**config.mk**
```make
export PLATFORM = sky130hd
export DESIGN_NAME = imm_ext_pipe_flat
export DESIGN_NICKNAME = d
export VERILOG_FILES = /design/src/rtl/imm_ext_pkg.sv /design/src/rtl/imm_ext_pipe_if.sv /design/src/rtl/imm_ext_core.sv /design/src/rtl/imm_ext_pipe.sv /design/src/flat_wrapper.sv
export SDC_FILE = /design/constraint.sdc
export NUM_CORES = 1
export LEC_CHECK = 0
export ABC_AREA = 1
export ABC_CLOCK_PERIOD_IN_PS = 2200
export BUFFER_PORTS_ARGS = -buffer_cell sky130_fd_sc_hd__buf_2
export CAP_MARGIN = 20
export CORE_UTILIZATION = 45
export DETAILED_ROUTE_END_ITERATION = 6
export HOLD_SLACK_MARGIN = 0.03
export PLACE_DENSITY = 0.69
export SYNTH_ARGS = -nofsm -noshare
export SYNTH_HDL_FRONTEND = slang
export SYNTH_SLANG_ARGS = --single-unit
```
**constraint.sdc**
```tcl
create_clock -name clk -period 2.2 [get_ports clk]
set_input_delay 0.44 -clock clk [delete_from_list [all_inputs] [get_ports clk]]
set_output_delay 0.44 -clock clk [all_outputs]
set_load 0.05 [all_outputs]
```
**src/rtl/imm_ext_pkg.sv**
```systemverilog
// Shared mode encodings for the immediate-extension stage and its decoder.
package imm_ext_pkg;

  typedef enum logic [1:0] {
    MODE_SIGN   = 2'd0,
    MODE_ZERO   = 2'd1,
    MODE_UPPER  = 2'd2,
    MODE_BRANCH = 2'd3
  } imm_mode_t;

endpackage

```
**src/rtl/imm_ext_pipe_if.sv**
```systemverilog
// Handshake bundle between instruction decode (master) and the extension stage (slave).
import imm_ext_pkg::*;

interface imm_ext_pipe_if #(
  parameter int unsigned IN_W  = 16,
  parameter int unsigned OUT_W = 32
);
  logic             flush;
  logic             in_valid;
  logic             in_ready;
  logic [IN_W-1:0]  imm_in;
  imm_mode_t        mode;
  logic             out_valid;
  logic             out_ready;
  logic [OUT_W-1:0] imm_out;
  imm_mode_t        out_mode;

  modport master (
    output flush, in_valid, imm_in, mode, out_ready,
    input  in_ready, out_valid, imm_out, out_mode
  );

  modport slave (
    input  flush, in_valid, imm_in, mode, out_ready,
    output in_ready, out_valid, imm_out, out_mode
  );
endinterface

```
**src/rtl/imm_ext_core.sv**
```systemverilog
// Combinational immediate extender: (imm, mode) -> full-width operand.
import imm_ext_pkg::*;

module imm_ext_core #(
  parameter int unsigned IN_W     = 16,
  parameter int unsigned OUT_W    = 32,
  parameter int unsigned BR_SHIFT = 2
) (
  input  logic [IN_W-1:0]  imm,
  input  imm_mode_t        mode,
  output logic [OUT_W-1:0] ext
);

  if (OUT_W < IN_W + BR_SHIFT) begin : g_param_check
    $error("imm_ext_core: OUT_W must be >= IN_W + BR_SHIFT");
  end

  logic [OUT_W-1:0] sext;
  logic [OUT_W-1:0] zext;

  // Size casts avoid a zero-width replication when OUT_W == IN_W.
  assign sext = OUT_W'($signed(imm));
  assign zext = OUT_W'(imm);

  always_comb begin
    ext = '0;
    unique case (mode)
      MODE_SIGN:   ext = sext;
      MODE_ZERO:   ext = zext;
      MODE_UPPER:  ext = zext << (OUT_W - IN_W);
      MODE_BRANCH: ext = sext << BR_SHIFT;
      default:     ext = '0;
    endcase
  end

endmodule

```
**src/rtl/imm_ext_pipe.sv**
```systemverilog
// Registered immediate-extension stage with a 2-entry skid buffer on the output.
import imm_ext_pkg::*;

module imm_ext_pipe #(
  parameter int unsigned IN_W     = 16,
  parameter int unsigned OUT_W    = 32,
  parameter int unsigned BR_SHIFT = 2
) (
  input  logic          clk,
  input  logic          rst,
  imm_ext_pipe_if.slave bus
);

  logic [OUT_W-1:0] ext;
  logic [OUT_W-1:0] main_data;
  logic [OUT_W-1:0] skid_data;
  imm_mode_t        main_mode;
  imm_mode_t        skid_mode;
  logic             main_valid;
  logic             skid_valid;
  logic             accept;
  logic             drain;

  imm_ext_core #(
    .IN_W    (IN_W),
    .OUT_W   (OUT_W),
    .BR_SHIFT(BR_SHIFT)
  ) u_core (
    .imm (bus.imm_in),
    .mode(bus.mode),
    .ext (ext)
  );

  assign accept = bus.in_valid && bus.in_ready;
  assign drain  = main_valid && bus.out_ready;

  // in_ready only reflects skid occupancy, so it never waits on out_ready.
  assign bus.in_ready  = !skid_valid && !rst;
  assign bus.out_valid = main_valid;
  assign bus.imm_out   = main_data;
  assign bus.out_mode  = main_mode;

  always_ff @(posedge clk or posedge rst) begin
    if (rst) begin
      main_valid <= 1'b0;
      skid_valid <= 1'b0;
      main_data  <= '0;
      skid_data  <= '0;
      main_mode  <= MODE_SIGN;
      skid_mode  <= MODE_SIGN;
    end else if (bus.flush) begin
      main_valid <= 1'b0;
      skid_valid <= 1'b0;
    end else if (drain || !main_valid) begin
      // Main is free this edge: skid has priority (no accept possible while it is full).
      if (skid_valid) begin
        main_data  <= skid_data;
        main_mode  <= skid_mode;
        main_valid <= 1'b1;
        skid_valid <= 1'b0;
      end else if (accept) begin
        main_data  <= ext;
        main_mode  <= bus.mode;
        main_valid <= 1'b1;
      end else begin
        main_valid <= 1'b0;
      end
    end else if (accept) begin
      skid_data  <= ext;
      skid_mode  <= bus.mode;
      skid_valid <= 1'b1;
    end
  end

endmodule
```
**src/flat_wrapper.sv**
```systemverilog
// flat-port wrapper written by rule: the top's interface ports become plain ports
module imm_ext_pipe_flat 
#(
  parameter int unsigned IN_W     = 16,
  parameter int unsigned OUT_W    = 32,
  parameter int unsigned BR_SHIFT = 2
)
  (clk, rst, bus_flush, bus_in_valid, bus_imm_in, bus_mode, bus_out_ready, bus_in_ready, bus_out_valid, bus_imm_out, bus_out_mode);
  imm_ext_pipe_if #(.IN_W(IN_W), .OUT_W(OUT_W)) bus_i ();
  input  logic clk;
  input  logic rst;
  input wire logic [$bits(bus_i.flush)-1:0] bus_flush;
  input wire logic [$bits(bus_i.in_valid)-1:0] bus_in_valid;
  input wire logic [$bits(bus_i.imm_in)-1:0] bus_imm_in;
  input wire logic [$bits(bus_i.mode)-1:0] bus_mode;
  input wire logic [$bits(bus_i.out_ready)-1:0] bus_out_ready;
  output wire logic [$bits(bus_i.in_ready)-1:0] bus_in_ready;
  output wire logic [$bits(bus_i.out_valid)-1:0] bus_out_valid;
  output wire logic [$bits(bus_i.imm_out)-1:0] bus_imm_out;
  output wire logic [$bits(bus_i.out_mode)-1:0] bus_out_mode;
  assign bus_i.flush = bus_flush;
  assign bus_i.in_valid = bus_in_valid;
  assign bus_i.imm_in = bus_imm_in;
  assign bus_i.mode = bus_mode;
  assign bus_i.out_ready = bus_out_ready;
  assign bus_in_ready = bus_i.in_ready;
  assign bus_out_valid = bus_i.out_valid;
  assign bus_imm_out = bus_i.imm_out;
  assign bus_out_mode = bus_i.out_mode;
  imm_ext_pipe #(.IN_W(IN_W), .OUT_W(OUT_W), .BR_SHIFT(BR_SHIFT)) u_core (.clk(clk), .rst(rst), .bus(bus_i));
endmodule
```
* Yosys cells after proc, flatten, opt, wreduce, memory -nomap -nowiden
Index checks and enable logic that the tools add are counted.
** Operators by class
- Equal/unequal tests :: 3
- Reduce and logical (&&, ||, !) cells :: 13
- Bitwise operators :: 2
- Multiplexer cells :: 12
** Operator list (number)
- $pmux W32 S4 :: 1
- $mux W32 :: 2
- $mux W1 :: 7
- $reduce_and A3 Y1 :: 2
- $eq A2 B2 Y1 const B :: 2
- $mux W2 :: 2
- $reduce_bool A2 Y1 :: 2
- $logic_and A1 B1 Y1 :: 3
- $logic_not A1 Y1 :: 3
- $reduce_bool A3 Y1 :: 1
- $eq A2 B1 Y1 const B :: 1
- $logic_not A2 Y1 :: 1
- $not A1 Y1 :: 2
- $logic_or A1 B1 Y1 :: 1
** Word-level totals
- Input bits :: 23
- Register bits :: 70
- Output and inout port bits :: 36

* Logic depth before layout (Yosys ltp)
Gate-level depths: netlist of run 1.
- Depth in word-level cells :: 7
- Mapped depth :: 9
- Depth with buffers taken out :: 7

* By module
From an unflattened synthesis of run 1, not the netlist that was laid out.
** Unflattened totals
- Cells, all modules :: 506
- Area, all modules :: 3714.8 um^2
** By module, submodules not included
- imm_ext_pipe :: cells each 418, times used 1, area an instance 3298.2 um^2
- imm_ext_core :: cells each 88, times used 1, area an instance 416.6 um^2

* Worst setup path before layout of run 1
No wires, ideal clock.
- Path type :: in2reg
- Start :: input rst
- End :: register u_core.skid_data[19]
- Setup time :: 0.116 ns
- Arrival :: 1.588 ns
- Slack :: 0.496 ns
- Cell stages on the path :: 7
- Cell sequence :: nor2_2 > nand2_1 > nor2_4 > inv_2 > buf_6 > nand2_1 > nand2_1
** Between the ends
- Cells in the longest elaborated chain, start to end :: 4
** RTL lines
- start: declaration :: RTL line flat_wrapper.sv:11 : input logic rst;
- $logic_not A1 Y1 :: RTL line imm_ext_pipe.sv:38 : assign bus.in_ready = !skid_valid && !rst;
- $logic_and A1 B1 Y1 :: RTL line imm_ext_pipe.sv:38
- $logic_and A1 B1 Y1 :: RTL line imm_ext_pipe.sv:34 : assign accept = bus.in_valid && bus.in_ready;
- $reduce_and A3 Y1 (no source line)
- end signal: assignment :: RTL line imm_ext_pipe.sv:69 : skid_data <= ext;
- end: declaration :: RTL line imm_ext_pipe.sv:16 : logic [OUT_W-1:0] skid_data;
No other way between the ends.
A chain may end at the register's enable or synchronous reset.

* Final worst setup path of run 1
- Start :: register u_core.skid_valid
- End :: register u_core.main_data[13] (netlist: u_core.bus.imm_out[13])
** Between the ends
- Cells in the longest elaborated chain, start to end :: 5
- Elaborated cells between the ends (all ways) :: 6
- Those cells by class :: mux: 1; reduce/logical: 5
** RTL lines
- start: declaration :: RTL line imm_ext_pipe.sv:20 : logic skid_valid;
- start signal: assignment :: RTL line imm_ext_pipe.sv:46 : skid_valid <= 1'b0;
- start signal: assignment :: RTL line imm_ext_pipe.sv:53 : skid_valid <= 1'b0;
- start signal: assignment :: RTL line imm_ext_pipe.sv:60 : skid_valid <= 1'b0;
- $logic_not A1 Y1 :: RTL line imm_ext_pipe.sv:38
- $logic_and A1 B1 Y1 :: RTL line imm_ext_pipe.sv:38
- $logic_and A1 B1 Y1 :: RTL line imm_ext_pipe.sv:34
- $reduce_bool A2 Y1 (no source line)
- $reduce_and A3 Y1 (no source line)
- end signal: assignment :: RTL line imm_ext_pipe.sv:57 : main_data <= skid_data;
- end signal: assignment :: RTL line imm_ext_pipe.sv:62 : main_data <= ext;
- end: declaration :: RTL line imm_ext_pipe.sv:15 : logic [OUT_W-1:0] main_data;
Parallel ways exist; a longest one is shown, timed or not.

==> results of run 1 <==
## routing by layer
layer	vias up	global-route usage
met5	-	0
met4	0	0.108
met3	12	0.0362
met2	101	0.339
met1	1490	0.317
li1	1586	-
## placed cells by master (no fill, tap or decap), drive strengths merged
cell / n
nand2: 250
dfrtp: 70
buf: 66
nand3: 36
o21ai: 35
inv: 27
nor2: 17
clkbuf: 13
nand4: 10
a21boi: 3
bufinv: 2
clkinvlp: 1
a21oi: 1
clkinv: 1
## cell usage after synthesis
| cell | instances | area share |
|---|---|---|
| buf_2 | 13 | 0.018 |
| nand4_1 | 10 | 0.018 |
| buf_4 | 5 | 0.011 |
| a21boi_2 | 1 | 0.0032 |
| buf_6 | 4 | 0.013 |
| o21ai_2 | 1 | 0.0025 |
| clkbuf_1 | 5 | 0.0053 |
| inv_2 | 4 | 0.0043 |
| nor2_2 | 1 | 0.0018 |
| inv_4 | 1 | 0.0018 |
| o21ai_0 | 18 | 0.026 |
| nor2_1 | 14 | 0.015 |
| a21oi_1 | 1 | 0.0014 |
| nand2_4 | 2 | 0.0064 |
| nor2_4 | 2 | 0.0064 |
| inv_1 | 23 | 0.024 |
| a21boi_0 | 2 | 0.0043 |
| nand2_1 | 248 | 0.26 |
| nand3_2 | 3 | 0.0085 |
| nand3_1 | 33 | 0.047 |
| o21ai_1 | 16 | 0.023 |
| dfrtp_1 | 70 | 0.50 |
## cell families (layout without fill, tap and decap cells)
| logic type | after synthesis | after routing | synth area share |
|---|---|---|---|
| flip-flops | 70 | 70 | 0.496 |
| AND/OR/NAND/NOR | 313 | 313 | 0.366 |
| buffers and inverters | 55 | 110 | 0.0777 |
| AO/OA/AOI/OAI | 39 | 39 | 0.0596 |
## tightest hold or removal path, stage by stage
cell	delay [ps]
buf_2	130
clkinvlp_4	80
buf_12	320
## power groups by stage
| stage | logic (mW) | registers (mW) | clock network [mW] |
|---|---|---|---|
| 2_1_floorplan | 0.347 | 2.04 | 0 |
| 3_3_place_gp | 0.976 | 1.63 | 0 |
| 3_5_place_dp | 0.990 | 1.64 | 0 |
| 4_1_cts | 0.996 | 1.62 | 1.22 |
| 5_1_grt | 1.08 | 1.64 | 1.27 |
| 6_report | 0.987 | 1.61 | 1.21 |
## per-stage QoR
step / worst slack [ps] / cell area [sq um]
2_1_floorplan: 496 / 3530
3_3_place_gp: 505 / 3850
3_5_place_dp: 416 / 3850
4_1_cts: 562 / 4090
5_1_grt: 405 / 4090
6_report: 599 / 4090
## layout make-up
class                      instances  area, sq um  share of cell area
clock inverter                     3         65.1              0.0159
clock buffer                      13          169              0.0413
tap                               99          124              0.0303
timing repair buffer              66          363              0.0888
inverter                          28          111              0.0273
sequential                        70         1750               0.429
multi-input combinational        352         1500               0.368
## sequential cells by signal, summed over array words and instances, names as in the netlist
register	flops
u_core.skid_data	32
u_core.skid_valid	1
u_core.bus.out_mode	2
u_core.bus.out_valid	1
u_core.skid_mode	2
u_core.bus.imm_out	32
## worst max path at each step
stage / from / endpoint / depth (start not counted)
2_1_floorplan: rst / u_core.skid_data[19] / 7
3_3_place_gp: bus_mode[0] / u_core.bus.imm_out[21] / 6
3_5_place_dp: bus_mode[0] / u_core.bus.imm_out[30] / 6
4_1_cts: u_core.skid_valid / u_core.bus.imm_out[13] / 7
5_1_grt: u_core.skid_valid / u_core.bus.imm_out[29] / 7
6_report: u_core.skid_valid / u_core.bus.imm_out[13] / 7
==> out/qor.yml, run 1 <==
ant_nets: 0
cpPeakStageDelay_ps: 370
slew_headroom: 0.709
h-tree-depth: 3
timing.final.crit_share: 0.728
initial_core_util: 0.476
place.port_buffers: 58
rsz0062_at_grt: "no"
p_int_mw: 2.49
grt_max_degree: 71
path_delay_family: "buffers and inverters"
maxCapViolations: 0
grt_pass1_wl_microns: 14600
synth_area_sq_mm: 0.00353
power_mw: 3.81
first_iter_violations: 274
p_leak_nw: 2.35
syn_inst: 477
cts_buffer_depth: 2
numCtsBuffers: 9
cts_tree: "yes"
cp_num_buf_inv: 3
r2r_setup_slack_ps: 600
arrival_ps: 1890
hold_class: "in -> async"
grt_use_total: 0.225
tns_ps: 0
clk_latency_ps: 350
core_area_sq_mm: 0.00741
grt-ovfl-total: 0
diodes: 0
rr_endpoint: "u_core.bus.imm_out[13]"
cts_root_buf: "clkbuf_8"
clock_skew_ps: 8.61
fp.dieArea_sq_mm: 0.00820
finalHoldViolCount: 0
wl_per_cell_microns: 13.5
ir_worst_vdd_uv: 459
worst_pin_slew_ps: 436
stdcell_count: 631
routed_wl_microns: 8500
place_congestion: 0.927
wl_met1_microns: 3860
fin_crit_ps: 1600
num_vias: 3189
placed_cells: 615
crit_fanout: 30
crit_slowest_cell: "dfrtp_1"
topRoutingLayerUsed: "met4"
ctsHoldBuffers: 0
cp_data_required_time_ps: 2480
combPwrFrac: 0.259
crit_path_end_kind: "flip-flop"
ios: 59
clkSinkCount: 70
r2r_cells: 7
power_switching_mw: 1.33
met2_wirelength_microns: 3960
drc: 0
path_class: "reg -> reg"
post_cts_buffers: 0
seq_power_share: 0.423
reg2reg_from: "u_core.skid_valid"
final_util: 0.552
drive_above_1_share: 0.182
clk_pin_slew_ps: 70
power_frac_clock: 0.318
switching_share: 0.348
yosys_warnings: 0
power_density_mw_per_mm2: 933
ys_ff_latch: 70
outcome: "finished, final reports clean"
fin_nets: 550
route.met3.wl_microns: 531
n_fill_cell: 724
ctsResizeCount: 0
syn_nets: 500
grt_pass1_vias: 3007
timing.hold.ws_ps: 213
antenna_found_initial: 0
crit_chain: "buf_4, inv_2, o21ai_2, nand3_2, inv_2, nand2_1, nand2_1"
dp_hpwl_microns: 5710
synth_cell_type_count: 22
syn_avg_cell_area_sq_um: 7.40
vias_per_cell: 5.05
ys_seq_area_frac: 0.496
die_h_microns: 90.6
cp-start-kind: "flip-flop"
row_count: 31
slew_viol_final: 0
finalSetupViolCount: 0
syn2layout_area_growth_pct: 15.8
first_pass_iters: 4
die_w_microns: 90.6
max_freq_mhz: 624
(Power assumes the default switching activity.)
==> run 2: changes to the inputs <==
--- a/config.mk
+++ b/config.mk
@@ -6,13 +6,13 @@
 export NUM_CORES = 1
 export LEC_CHECK = 0
 export ABC_AREA = 1
-export ABC_CLOCK_PERIOD_IN_PS = 2200
+export ABC_CLOCK_PERIOD_IN_PS = 1650
 export BUFFER_PORTS_ARGS = -buffer_cell sky130_fd_sc_hd__buf_2
 export CAP_MARGIN = 20
 export CORE_UTILIZATION = 45
 export DETAILED_ROUTE_END_ITERATION = 6
 export HOLD_SLACK_MARGIN = 0.03
-export PLACE_DENSITY = 0.69
+export PLACE_DENSITY = 0.66
 export SYNTH_ARGS = -nofsm -noshare
 export SYNTH_HDL_FRONTEND = slang
 export SYNTH_SLANG_ARGS = --single-unit
==> constraint.sdc (replaced) <==
create_clock -name clk -period 1.65 [get_ports clk]
set_input_delay 0.33 -clock clk [delete_from_list [all_inputs] [get_ports clk]]
set_output_delay 0.33 -clock clk [all_outputs]
set_load 0.05 [all_outputs]
==> out/qor.yml, run 2 (synthesis results as in run 1) <==
numCtsBuffers: 9  # unchanged
drive_above_1_share: 0.190  # was 0.182
maxCapViolations: 0  # unchanged
ant_nets: 0  # unchanged
dpl_cell_area_sq_mm: 0.00393  # was 0.00385 sq mm
arrival_ps: 1180  # was 1890 ps
finalHoldViolCount: 0  # unchanged
antenna_found_initial: 0  # unchanged
core_area_sq_mm: 0.00741  # unchanged
routed_wl_microns: 8900  # was 8500 microns
place_congestion: 1.03  # was 0.927
p_leak_nw: 2.37  # was 2.35 nW
cp_data_required_time_ps: 1320  # was 2480 ps
path_class: "reg -> out"  # was reg -> reg
crit_fanout: 4  # was 30
hold_class: "in -> reg"  # was in -> async
crit_path_end_kind: "output pin"  # was flip-flop
reg2reg_from: "u_core.skid_valid"  # unchanged
dp_slack_ps: 194  # was 416 ps
max_freq_mhz: 660
num_vias: 3247  # was 3189
post_cts_buffers: 0  # unchanged
clk_latency_ps: 360  # was 350 ps
worstHoldStart: "bus_out_ready"
vias_per_cell: 5.11  # was 5.05
diodes: 0  # unchanged
die_w_microns: 90.6  # unchanged
finalInstanceArea_sq_mm: 0.00415  # was 0.00409 sq mm
met2_wirelength_microns: 4100  # was 3960 microns
row_count: 31  # unchanged
cp-startpoint: "u_core.skid_valid"  # unchanged
cts_tree: "yes"  # unchanged
grt_pass1_vias: 3043  # was 3007
ctsResizeCount: 0  # unchanged
wl_met1_microns: 4050  # was 3860 microns
die_h_microns: 90.6  # unchanged
outcome: "finished, final reports clean"  # unchanged
grt_max_degree: 41  # was 71
timing.hold.ws_ps: 318  # was 213 ps
p_int_mw: 3.17  # was 2.49 mW
stdcell_count: 636  # was 631
h-tree-depth: 3  # unchanged
grt_use_total: 0.236  # was 0.225
ios: 59  # unchanged
first_pass_iters: 5  # was 4
layout_common_cells: "nand2_1 (248), dfrtp_1 (70), buf_2 (58), nand3_1 (33), inv_1 (22)"  # unchanged
placed_cells: 619  # was 615
fin_crit_ps: 1510
wl_per_cell_microns: 14.0  # was 13.5 microns
route.met3.wl_microns: 580  # was 531 microns
fin_nets: 555  # was 550
layout_commonest_cell: "nand2_1"  # unchanged
ctsHoldBuffers: 1  # was 0
first_iter_violations: 216  # was 274
switching_share: 0.363  # was 0.348
ir_worst_vdd_uv: 469  # was 459 uV
fin_ws_ps: 135  # was 599 ps
clk_pin_slew_ps: 70  # about the same
combPwrFrac: 0.267  # was 0.259
slew_viol_final: 0  # unchanged
power_frac_clock: 0.300  # was 0.318
place.port_buffers: 58  # unchanged
fp.dieArea_sq_mm: 0.00820  # unchanged
rsz0062_at_grt: "no"  # unchanged
cp-start-kind: "flip-flop"  # unchanged
slew_headroom: 0.664  # was 0.709
clkSinkCount: 70  # unchanged
r2r_setup_slack_ps: 190  # was 600 ps
syn2layout_area_growth_pct: 17.7  # was 15.8%
finalSetupViolCount: 0  # unchanged
grt-ovfl-total: 0  # unchanged
seq_power_share: 0.433  # was 0.423
initial_core_util: 0.476  # unchanged
power_switching_mw: 1.81  # was 1.33 mW
cts_buffer_depth: 2  # unchanged
drc: 0  # unchanged
tns_ps: 0  # unchanged
cts_root_buf: "clkbuf_8"  # unchanged
clock_skew_ps: 11.2  # was 8.61 ps
power_density_mw_per_mm2: 1200  # was 933 mW/mm^2
timing.final.crit_share: 0.918
dp_hpwl_microns: 6030  # was 5710 microns
grt_pass1_wl_microns: 15200  # was 14600 microns
topRoutingLayerUsed: "met4"  # unchanged
worst_pin_slew_ps: 503  # was 436 ps
[run 2: power by group through the flow]
stage | registers, mW | logic, mW | clock network, mW
final | 2.16 | 1.33 | 1.50
after global routing | 2.19 | 1.45 | 1.59
after CTS | 2.16 | 1.34 | 1.52
after detailed placement | 2.19 | 1.33 | 0
after global placement | 2.18 | 1.31 | 0
after floorplan | 2.71 | 0.464 | 0
[run 2: final cells by class]
class,count,area (sq um)
repair buffers,71,440
flip-flops and latches,70,1750
fillers,702,3250
clock inverters,4,53.8
inverters,28,111
multi-input cells,352,1510
clock buffers,12,165
well taps,99,124
[run 2: routing by layer]
| layer | vias up | GRT usage |
|---|---|---|
| met5 | - | 0 |
| met4 | 0 | 0.0874 |
| met3 | 19 | 0.0480 |
| met2 | 121 | 0.352 |
| met1 | 1515 | 0.338 |
| li1 | 1592 | - |
[run 2: path summary, 6_finish.rpt]
path | to | cells after the start
setup / recovery | bus_in_ready | 2
hold / removal | u_core.skid_valid | 4
setup reg to reg | u_core.bus.imm_out[27] | 6
hold reg to reg | u_core.skid_data[2] | 2
max in group asynchronous | u_core.skid_data[13] | 4
min in group asynchronous | u_core.bus.imm_out[26] | 3
[run 2: worst max-delay path: stages, from the launching register on]
cell and delay, ps:
dfrtp_1 450, nor2_4 130, buf_2 260
[run 2: metrics by stage]
stage | power [mW] | util
2_1_floorplan | 3.18 | -
3_3_place_gp | 3.49 | 0.530
3_5_place_dp | 3.52 | 0.530
4_1_cts | 5.02 | 0.561
5_1_grt | 5.24 | 0.561
6_report | 4.98 | 0.561
==> run 3: changes to the inputs <==
--- a/config.mk
+++ b/config.mk
@@ -10,9 +10,11 @@
 export BUFFER_PORTS_ARGS = -buffer_cell sky130_fd_sc_hd__buf_2
 export CAP_MARGIN = 20
 export CORE_UTILIZATION = 45
+export CTS_BUF_LIST = sky130_fd_sc_hd__clkbuf_16
 export DETAILED_ROUTE_END_ITERATION = 6
 export HOLD_SLACK_MARGIN = 0.03
 export PLACE_DENSITY = 0.66
+export REMOVE_ABC_BUFFERS = 1
 export SYNTH_ARGS = -nofsm -noshare
 export SYNTH_HDL_FRONTEND = slang
 export SYNTH_SLANG_ARGS = --single-unit
==> out/qor.yml, run 3 (synthesis results as in run 1) <==
n_fill_cell: 722  # was 702
place_congestion: 0.819  # was 1.03
syn2layout_area_growth_pct: 18.5  # was 17.7%
drc: 0  # unchanged
maxCapViolations: 0  # unchanged
cts_root_buf: "clkbuf_16"  # was clkbuf_8
dp_hpwl_microns: 5660  # was 6030 microns
clk_latency_ps: 330  # was 360 ps
final_util: 0.564  # was 0.561
power_density_mw_per_mm2: 1280  # was 1200 mW/mm^2
slew_headroom: 0.679  # was 0.664
p_leak_nw: 2.40  # was 2.37 nW
cp-start-kind: "flip-flop"  # unchanged
post_cts_buffers: 0  # unchanged
hold_class: "in -> async"  # was in -> reg
ctsHoldBuffers: 0  # was 1
h-tree-depth: 3  # unchanged
worst_pin_slew_ps: 481  # was 503 ps
slew_viol_final: 0  # unchanged
layout_commonest_cell: "nand2_1"  # unchanged
arrival_ps: 1150  # was 1180 ps
first_pass_iters: 4  # was 5
clk_pin_slew_ps: 60  # was 70 ps
num_vias: 3151  # was 3247
ctsResizeCount: 0  # unchanged
clkSinkCount: 70  # unchanged
path_class: "reg -> out"  # unchanged
rsz0062_at_grt: "no"  # unchanged
finalInstanceArea_sq_mm: 0.00418  # was 0.00415 sq mm
outcome: "finished, final reports clean"  # unchanged
crit_path_end_kind: "output pin"  # unchanged
drive_above_1_share: 0.188  # was 0.190
finalHoldViolCount: 0  # unchanged
grt_max_degree: 71  # was 41
ios: 59  # unchanged
seq_area_sq_mm: 0.00175  # unchanged
crit_chain: "nor2_2, buf_2"  # was nor2_4, buf_2
row_count: 31  # unchanged
clock_skew_ps: 3.19  # was 11.2 ps
crit_fanout: 3  # was 4
wl_per_cell_microns: 13.6  # was 14.0 microns
routed_wl_microns: 8620  # was 8900 microns
grt_use_total: 0.232  # was 0.236
ir_worst_vdd_uv: 711  # was 469 uV
multiInputGateArea_sq_mm: 0.00150  # was 0.00151 sq mm
cpPeakStageDelay_ps: 410  # was 450 ps
grt_pass1_wl_microns: 14900  # was 15200 microns
crit_slowest_cell: "dfrtp_1"  # unchanged
die_h_microns: 90.6  # unchanged
max_freq_mhz: 678  # was 660 MHz
first_iter_violations: 215  # was 216
fp.dieArea_sq_mm: 0.00820  # unchanged
cts_tree: "yes"  # unchanged
grt_pass1_vias: 3069  # was 3043
numCtsBuffers: 9  # unchanged
cts_buffer_depth: 2  # unchanged
fin_crit_ps: 1480  # was 1510 ps
timing.final.crit_share: 0.894  # was 0.918
cp_data_required_time_ps: 1320  # about the same
diodes: 0  # unchanged
grt-ovfl-total: 0  # unchanged
core_area_sq_mm: 0.00741  # unchanged
antenna_found_initial: 0  # unchanged
ant_nets: 0  # unchanged
place.port_buffers: 58  # unchanged
layout_common_cells: "nand2_1 (248), dfrtp_1 (70), buf_2 (58), nand3_1 (33), inv_1 (22)"  # unchanged
initial_core_util: 0.476  # unchanged
timing.hold.ws_ps: 104  # was 318 ps
finalSetupViolCount: 0  # unchanged
dp_slack_ps: 224  # was 194 ps
fin_ws_ps: 175  # was 135 ps
fin_nets: 554  # was 555
vias_per_cell: 4.96  # was 5.11
die_w_microns: 90.6  # unchanged
dpl_cell_area_sq_mm: 0.00389  # was 0.00393 sq mm
==> run 3: changes by cell type in the layout (fill, tap and decap cells not counted), sizes merged <==
cell / delta
clkinvlp: -2
inv: +1
clkinv: +4
clkbuf: -3
dlygate4sd3: -1
==> run 3: power by group <==
group          switching (mW)  leakage, nW  total (mW)  internal [mW]
registers               0.142        0.889        2.16           2.02
logic                   0.983         1.37        1.31          0.327
clock network           0.733        0.143        1.89           1.16
total                    1.86         2.40        5.36           3.51
==> run 3: final timing paths <==
kind                            cells after the start           startpoint  slack, ps                endpoint
worst max-delay path                                2    u_core.skid_valid        170            bus_in_ready
worst min-delay path                                3                  rst        100    u_core.bus.out_valid
worst max register to register                      6    u_core.skid_valid        280     u_core.skid_mode[1]
worst min register to register                      2  u_core.skid_data[9]        470     u_core.skid_data[9]
max in group asynchronous                           3                  rst       1230  u_core.bus.imm_out[24]
min in group clk                                    4            bus_flush        320    u_core.bus.out_valid
==> run 3: cell type report <==
class / count / share of cell area
repair buffers: 70 / 0.0969
inverters: 28 / 0.0257
clock buffers: 9 / 0.0539
clock inverters: 7 / 0.0156
flip-flops and latches: 70 / 0.419
well taps: 99 / 0.0296
multi-input cells: 352 / 0.359
==> run 3: stage by stage <==
step	TNS, ps	power, mW	cells
6_report	0	5.36	635
5_1_grt	0	5.63	635
4_1_cts	0	5.39	635
3_5_place_dp	0	3.51	619
3_3_place_gp	0	3.48	619
2_1_floorplan	-80560	3.14	450
==> run 3: critical path, delay by kind of cell, from the launching register on <==
family / cells / cell delay [ps]
flip-flops: 1 / 410
buffers and inverters: 1 / 270
AND/OR/NAND/NOR: 1 / 140
==> run 3: metal layers <==
metal | vias up | GRT usage | part of all wire
li1 | 1596 | - | -
met5 | - | 0 | 0
met3 | 10 | 0.0303 | 0.059
met4 | 0 | 0.0914 | 0.014
met2 | 98 | 0.359 | 0.45
met1 | 1447 | 0.331 | 0.48
